`src/rtl/fir_line_buf_ctrl.sv`:
```
// Line-buffer sequencer for the 2D FIR: tracks pixel position from video timing and
// rotates three BRAM row banks (one written, two read as rows m-1 / m-2). Outputs are registered, one cycle after the input pixel.
module fir_line_buf_ctrl #(
    parameter int MAX_COLS = 1600,
    parameter int MAX_ROWS = 900,
    parameter int COL_W    = 11,
    parameter int ROW_W    = 10
) (
    input  logic             clk,
    input  logic             rst,
    input  logic             dv_i,
    input  logic             hs_i,
    input  logic             vs_i,
    output logic [2:0]       wr_en_o,
    output logic [COL_W-1:0] wr_addr_o,
    output logic [COL_W-1:0] rd_addr_o,
    output logic [1:0]       sel_m1_o,
    output logic [1:0]       sel_m2_o,
    output logic [COL_W-1:0] col_o,
    output logic [ROW_W-1:0] row_o,
    output logic             win_valid_o,
    output logic             line_end_o,
    output logic             ovf_err_o
);

    localparam logic [COL_W-1:0] COL_LIM  = COL_W'(MAX_COLS);
    localparam logic [ROW_W-1:0] ROW_LAST = ROW_W'(MAX_ROWS - 1);

    typedef enum logic [1:0] {S_IDLE, S_BLANK, S_ACTIVE} state_t;

    state_t           state;
    logic             vs_q, dv_q, hs_q;
    logic [COL_W-1:0] col;
    logic [ROW_W-1:0] row;
    logic [1:0]       wr_bank;

    logic vs_rise, dv_fall, hs_rise, pixel, line_end, col_full;

    assign vs_rise  = vs_i & ~vs_q;
    assign dv_fall  = dv_q & ~dv_i;
    assign hs_rise  = hs_i & ~hs_q;
    // Frame start wins over a coincident pixel, which is simply dropped.
    assign pixel    = (state != S_IDLE) && dv_i && !vs_rise;
    assign line_end = (state == S_ACTIVE) && (dv_fall || hs_rise) && !vs_rise;
    assign col_full = (col == COL_LIM);

    always_ff @(posedge clk or posedge rst) begin
        if (rst) begin
            state       <= S_IDLE;
            vs_q        <= 1'b0;
            dv_q        <= 1'b0;
            hs_q        <= 1'b0;
            col         <= '0;
            row         <= '0;
            wr_bank     <= 2'd0;
            wr_en_o     <= 3'b000;
            wr_addr_o   <= '0;
            rd_addr_o   <= '0;
            sel_m1_o    <= 2'd2;
            sel_m2_o    <= 2'd1;
            col_o       <= '0;
            row_o       <= '0;
            win_valid_o <= 1'b0;
            line_end_o  <= 1'b0;
            ovf_err_o   <= 1'b0;
        end else begin
            vs_q        <= vs_i;
            dv_q        <= dv_i;
            hs_q        <= hs_i;
            wr_en_o     <= 3'b000;
            win_valid_o <= 1'b0;
            line_end_o  <= 1'b0;

            if (vs_rise) begin
                state     <= S_BLANK;
                col       <= '0;
                row       <= '0;
                wr_bank   <= 2'd0;
                sel_m1_o  <= 2'd2;
                sel_m2_o  <= 2'd1;
                ovf_err_o <= 1'b0;
            end else begin
                if (pixel) begin
                    col_o <= col;
                    row_o <= row;
                    if (col_full) begin
                        ovf_err_o <= 1'b1;
                    end else begin
                        wr_en_o     <= 3'b001 << wr_bank;
                        wr_addr_o   <= col;
                        rd_addr_o   <= col;
                        win_valid_o <= (row >= ROW_W'(2));
                        col         <= col + COL_W'(1);
                    end
                end

                // A line end overrides the column increment of a same-cycle pixel.
                if (line_end) begin
                    line_end_o <= 1'b1;
                    col        <= '0;
                    if (row == ROW_LAST)
                        ovf_err_o <= 1'b1;
                    else
                        row <= row + ROW_W'(1);
                    if (hs_rise)
                        ovf_err_o <= 1'b1;
                    sel_m2_o <= sel_m1_o;
                    sel_m1_o <= wr_bank;
                    wr_bank  <= (wr_bank == 2'd2) ? 2'd0 : wr_bank + 2'd1;
                end

                case (state)
                    S_IDLE:   state <= S_IDLE;
                    S_BLANK:  if (dv_i) state <= S_ACTIVE;
                    S_ACTIVE: if (line_end) state <= S_BLANK;
                    default:  state <= S_IDLE;
                endcase
            end
        end
    end

endmodule

```
`config.mk`:
```
export PLATFORM = sky130hd
export DESIGN_NAME = fir_line_buf_ctrl
export DESIGN_NICKNAME = d
export VERILOG_FILES = /design/src/rtl/fir_line_buf_ctrl.sv
export SDC_FILE = /design/constraint.sdc
export NUM_CORES = 1
export LEC_CHECK = 0
export ABC_AREA = 1
export CAP_MARGIN = 10
export CORE_MARGIN = 5
export CORE_UTILIZATION = 40
export CTS_BUF_LIST = sky130_fd_sc_hd__clkbuf_4
export CTS_CLUSTER_SIZE = 10
export DETAILED_ROUTE_END_ITERATION = 10
export MAX_ROUTING_LAYER = met4
export PLACE_DENSITY = 0.64
export SLEW_MARGIN = 20
export SYNTH_ARGS = -nofsm -noshare
export SYNTH_HDL_FRONTEND = slang
export SYNTH_SLANG_ARGS = --single-unit
```
`constraint.sdc`:
```
create_clock -name clk -period 2.5 [get_ports clk]
set_input_delay 0.5 -clock clk [delete_from_list [all_inputs] [get_ports clk]]
set_output_delay 0.5 -clock clk [all_outputs]
set_load 0.03 [all_outputs]
```
Word-level counts from Yosys, hierarchy flattened --
Index checks and enable logic that the tools add are counted.
Storage, ports and cells: register bits after elaboration 70, input port bits 5, output and inout port bits 53, logic and storage cells 84
Cells by class: $add $sub $neg 3, $lt $le $gt $ge 1, equal/unequal tests 9, shifts and indexed selects 1, muxes and demuxes 32, bitwise operators 8, reductions and logical operators 14
Operators with widths (number):
- 2-to-1 mux 11 bit | 4
- 2-to-1 mux 10 bit | 3
- 2-to-1 mux 2 bit | 10
- adder 11 x 1 -> 11 bit (second input constant) | 1
- equality test 11 bit (second input constant) | 1
- 2-to-1 mux 1 bit | 11
- adder 10 x 1 -> 10 bit (second input constant) | 1
- equality test 10 bit (second input constant) | 1
- greater-or-equal comparator 10 x 2 -> 1 bit (second input constant) | 1
- 2-to-1 mux 3 bit | 3
- inequality test 3 bit (second input constant) | 3
- AND reduction 2 bit | 4
- NOT 1 bit | 5
- equality test 2 bit (second input constant) | 2
- logical AND 1 bit | 4
- case mux 2 bit (2 select lines) | 1
- nonzero test 2 bit | 2
- AND 1 bit | 3
- AND reduction 3 bit | 1
- nonzero test 3 bit | 1
- left shift 1 x 2 -> 3 bit (first input constant) | 1
- adder 2 x 1 -> 2 bit (second input constant) | 1
- equality test 2 x 1 -> 1 bit (second input constant) | 1
- inequality test 2 bit (second input constant) | 1
- 2 further kinds | 2

Longest topological paths before layout --
depth in word-level cells 9, gate-level depth with buffers 11, gate-level depth less buffers 10

Worst setup path after synthesis --
OpenSTA, ideal clock, no wires.
path kind register to register, from register col[0], to register rd_addr_o[0], library setup time 0.074 ns, arrival time 1.456 ns, required time 2.426 ns, path slack 0.970 ns, stages on the path, launching flop included 12, path buffers 1, period minus slack after synthesis 1.530 ns, cells stage by stage dfrtp_1 -> inv_1 -> ha_1 -> nand2_1 -> nor2_1 -> nand3_2 -> nand2_4 -> nor2_4 -> inv_2 -> buf_6 -> nand2_2 -> o21ai_2
Between the ends: cells in the longest elaborated chain, start to end 3
RTL lines:
- start, declared | RTL line 33 | logic [COL_W-1:0] col;
- start signal, assigned | RTL line 93 | col <= col + COL_W'(1);
- equality test 11 bit | RTL line 45 | assign col_full = (col == COL_LIM);
- NOT 1 bit (no line)
- AND reduction 3 bit (no line)
- end signal, assigned | RTL line 91 | rd_addr_o <= col;
- end, declared | RTL line 16 | output logic [COL_W-1:0] rd_addr_o,
Several ways; a longest one is shown, not always the timed one. A chain may end at the register's enable or synchronous reset.

Worst setup path after layout --
from register sel_m2_o[0], to output port sel_m2_o[0]
RTL lines:
- start, declared | RTL line 18 | output logic [1:0] sel_m2_o,
- start signal, assigned | RTL line 107 | sel_m2_o <= sel_m1_o;
No word-level cell between the ends.

==> impl_table.tex <==
\begin{tabular}{lr}
\hline
Metric & Value \\
\hline
\multicolumn{2}{l}{\textbf{Clocking}} \\
\quad Clock insertion delay at the later pin of the skew report & 0.41 ns \\
\quad TritonCTS clock tree & yes \\
\quad Level count of the clock H-tree & 3 \\
\quad Hold-fix buffers, CTS & 0 \\
\quad Buffers inserted by post-CTS timing repair & 0 \\
\quad Num Clock Sinks & 70 \\
\quad Clock transition at path regs & 0.11 ns \\
\quad Count of cells resized by post-cts repair & 0 \\
\quad Maximum number of buffers from clock root to sink & 2 \\
\quad Number of CTS-inserted buffers & 9 \\
\quad CTS root buffer & clkbuf\_4 \\
\multicolumn{2}{l}{\textbf{Route}} \\
\quad Average routed wire per standard cell & 12.9 um \\
\quad Detail Route Antenna Nets & 0 \\
\quad Number of detailed-routing iterations run before antenna repair & 4 \\
\quad Wire length reported by the detailed router & 7120 um \\
\quad Residual DRC & 0 \\
\quad Vias per cell & 4.77 \\
\quad Iteration-0 DRC Markers & 105 \\
\quad Vias after detailed routing & 2,630 \\
\multicolumn{2}{l}{\textbf{Timing}} \\
\quad Pins Over Slew Limit & 0 \\
\quad Highest achievable clock rate & 472 MHz \\
\quad Total setup violations reported at the end of the flow & 0 \\
\quad Final period utilization & 84.7\% \\
\quad Relative slew slack & 66.3\% \\
\quad Final period demand of the worst path & 2.12 ns \\
\quad Worst Tran Pin Value & 0.505 ns \\
\quad Tightest hold margin & 0.397 ns \\
\quad Setup repair after global routing missed its margin & false \\
\quad Number of failing hold endpoints at the final stage & 0 \\
\quad Final worst clock skew & 0.00998 ns \\
\quad Total Neg Setup Slack & 0 ns \\
\multicolumn{2}{l}{\textbf{Yosys}} \\
\quad Cell type with the highest aggregate area in the netlist & dfrtp\_1 \\
\quad Sequential fraction of the synthesis area & 52.1\% \\
\quad Count of unique library cells instantiated by Yosys & 30 \\
\quad Cell types occupying the most area after synthesis & dfrtp\_1, nand2\_1, nand3\_1 \\
\quad Xor-xnor portion of the synthesized cell area & 0\% \\
\quad Share of Yosys cell area claimed by the top area cell type & 50.5\% \\
\quad Mean area per synthesized cell & 8.72 um2 \\
\quad Largest family of logic cells by synthesized area & simple AND/OR/NAND/NOR gates \\
\quad Area fraction in and, or, nand and nor cells after synthesis & 28.1\% \\
\quad Synth Net Count & 395 \\
\quad Summed instance area of the synthesized netlist & 3370 um2 \\
\quad Warnings from Yosys & 0 \\
\quad Synthesized-area fraction occupied by adder cells & 1.49\% \\
\quad Synth Area in Compound Gates & 9.51\% \\
\quad Post-synthesis sequential element count & 70 \\
\quad Number of instances in the synthesized netlist & 386 \\
\quad Mux cell area share after synthesis & 0\% \\
\multicolumn{2}{l}{\textbf{Floorplan}} \\
\quad Height of the die & 102 um \\
\quad Core region area & 8220 um2 \\
\quad Num rows & 33 \\
\quad I/O pin cnt & 58 \\
\quad DIE WIDTH & 102 um \\
\quad Initial cell density of the core & 41.0\% \\
\quad Die area & 10,400 um2 \\
\multicolumn{2}{l}{\textbf{Pwr}} \\
\quad Power Dens Cells & 770 nW/um2 \\
\quad Power after layout & 3.17 mW \\
\quad Static power due to leakage & 1.90 nW \\
\quad Peak supply drop & 545 uV \\
\multicolumn{2}{l}{\textbf{Outcome}} \\
\quad Run status & completed \\
\multicolumn{2}{l}{\textbf{Final layout}} \\
\quad Final instance area & 4110 um2 \\
\quad Net count of the finished layout & 450 \\
\quad Layout overhead on the synthesized area & 22.1\% \\
\quad Share of cells above drive strength 1 & 17.0\% \\
\quad Final antenna diode count & 0 \\
\multicolumn{2}{l}{\textbf{Worst setup path}} \\
\quad Source of the critical timing path & sel\_m2\_o[0] \\
\quad Chain of cells forming the critical path & clkdlybuf4s50\_1 \\
\quad WS Path Type & reg2out \\
\quad Crit end category & output port \\
\quad Stage delay of the slowest cell on the critical path & 0.66 ns \\
\quad Startpoint kind of the worst setup timing path & flop \\
\quad Required time of the critical path & 2.00 ns \\
\quad Worst-path cell with the longest stage delay & clkdlybuf4s50\_1 \\
\quad Critical path fanouts, max & 2 \\
\quad Buffers plus inverters on the worst setup path & 1 \\
\quad Worst flop-to-flop path startpoint & col[0] \\
\quad Cell family contributing the most delay on the critical path & buffers and inverters \\
\quad Arrival time at the worst endpoint & 1.62 ns \\
\multicolumn{2}{l}{\textbf{Global routing}} \\
\quad Vias in the first global route & 2,486 \\
\quad First-pass GRT wire length & 12,200 um \\
\quad Final global-route overflow total & 0 \\
\quad GR Util All Layers & 15.4\% \\
\quad Largest net degree at the start of global routing & 28 \\
\quad Antenna violations before repair & 0 \\
\multicolumn{2}{l}{\textbf{Placed design}} \\
\quad Final HPWL from detailed placement & 5240 um \\
\quad Last weighted congestion value of the routability-driven placer & 0.884 \\
\quad Port-buffer cells & 57 \\
\quad Area of placed instances & 3980 um2 \\
\multicolumn{2}{l}{\textbf{Run}} \\
\quad Max-cap violations & 0 \\
\multicolumn{2}{l}{\textbf{Worst hold path}} \\
\quad Hold crit path type & in2async \\
\hline
\end{tabular}
## state kept, by name, summed over array words and instances (netlist names)
signal       count
wr_en_o          3
wr_bank          2
line_end_o       1
state            2
col_o           11
rd_addr_o       11
col             11
ovf_err_o        1
sel_m2_o         2
sel_m1_o         2
vs_q             1
row_o           10
row             10
hs_q             1
win_valid_o      1
dv_q             1
## metrics by stage
| step | worst slack, ns | instances | utilization (%) |
|---|---|---|---|
| 3_5_place_dp | 0.359 | 535 | 48.5 |
| 6_report | 0.383 | 551 | 50.0 |
| 5_1_grt | 0.304 | 551 | 50.0 |
| 2_1_floorplan | 0.235 | 386 | - |
| 4_1_cts | 0.348 | 551 | 50.0 |
| 3_3_place_gp | 0.381 | 535 | 48.5 |
## power breakdown
part           leakage [nW]  switching (mW)  internal, mW  total, mW
combinational         0.872           0.677         0.369       1.05
sequential            0.951           0.136          1.29       1.43
clock                0.0750           0.386         0.305      0.691
total                  1.90            1.20          1.97       3.17
## cell type report
cell class | instances | area (um2)
Fill cell | 785 | 4110
Sequential cell | 70 | 1750
Multi-Input combinational cell | 256 | 1320
Timing Repair Buffer | 62 | 621
Inverter | 42 | 160
Tap cell | 105 | 131
Clock buffer | 10 | 75.1
Clock inverter | 6 | 52.6
## synth_stat cells, drive strengths merged
cell,instances
nor2,35
inv,42
buf,18
o22ai,3
nand3b,1
nand2,125
a21oi,8
ha,4
dfstp,2
nor3,6
nand4,7
o21ai,38
dfrtp,68
a22oi,1
nand3,28
## metal layers
metal	part of all wire, %	track usage [%]	wire length [um]	up-vias
met3	4.9	2.96	347	13
li1	-	-	-	1343
met2	44	21.8	3150	71
met5	0	-	0	-
met1	49	21.4	3470	1203
met4	2.2	6.95	157	0
## logic make-up after synthesis
family / count (synthesis)
and+or+nand+nor: 202
buffers and inverters: 60
AOI/OAI and AO/OA: 50
DFF: 70
adders and majority gates: 4
## placed cells by master (no fill, tap or decap), types with 5 or more instances in the layout
cell,instances
o21ai_1,18
nand3_1,27
o21ai_0,10
nand2_2,13
nand2_1,108
clkbuf_4,10
nand4_1,7
dfrtp_1,68
inv_2,15
a21oi_1,5
clkdlybuf4s50_1,57
inv_1,26
o21ai_2,10
nor2_1,28
nor3_1,5
## final timing paths
| kind | to | slack (ns) | cells past startpoint |
|---|---|---|---|
| worst min register to register | wr_en_o[2] | 0.47 | 1 |
| worst max register to register | rd_addr_o[1] | 0.54 | 10 |
| max in group asynchronous | rd_addr_o[5] | 1.50 | 3 |
| min in group clk | wr_en_o[2] | 0.47 | 1 |
| worst min-delay path | row_o[3] | 0.40 | 2 |
| worst max-delay path | sel_m2_o[0] | 0.38 | 1 |
Power figures use the tool's default switching activity.
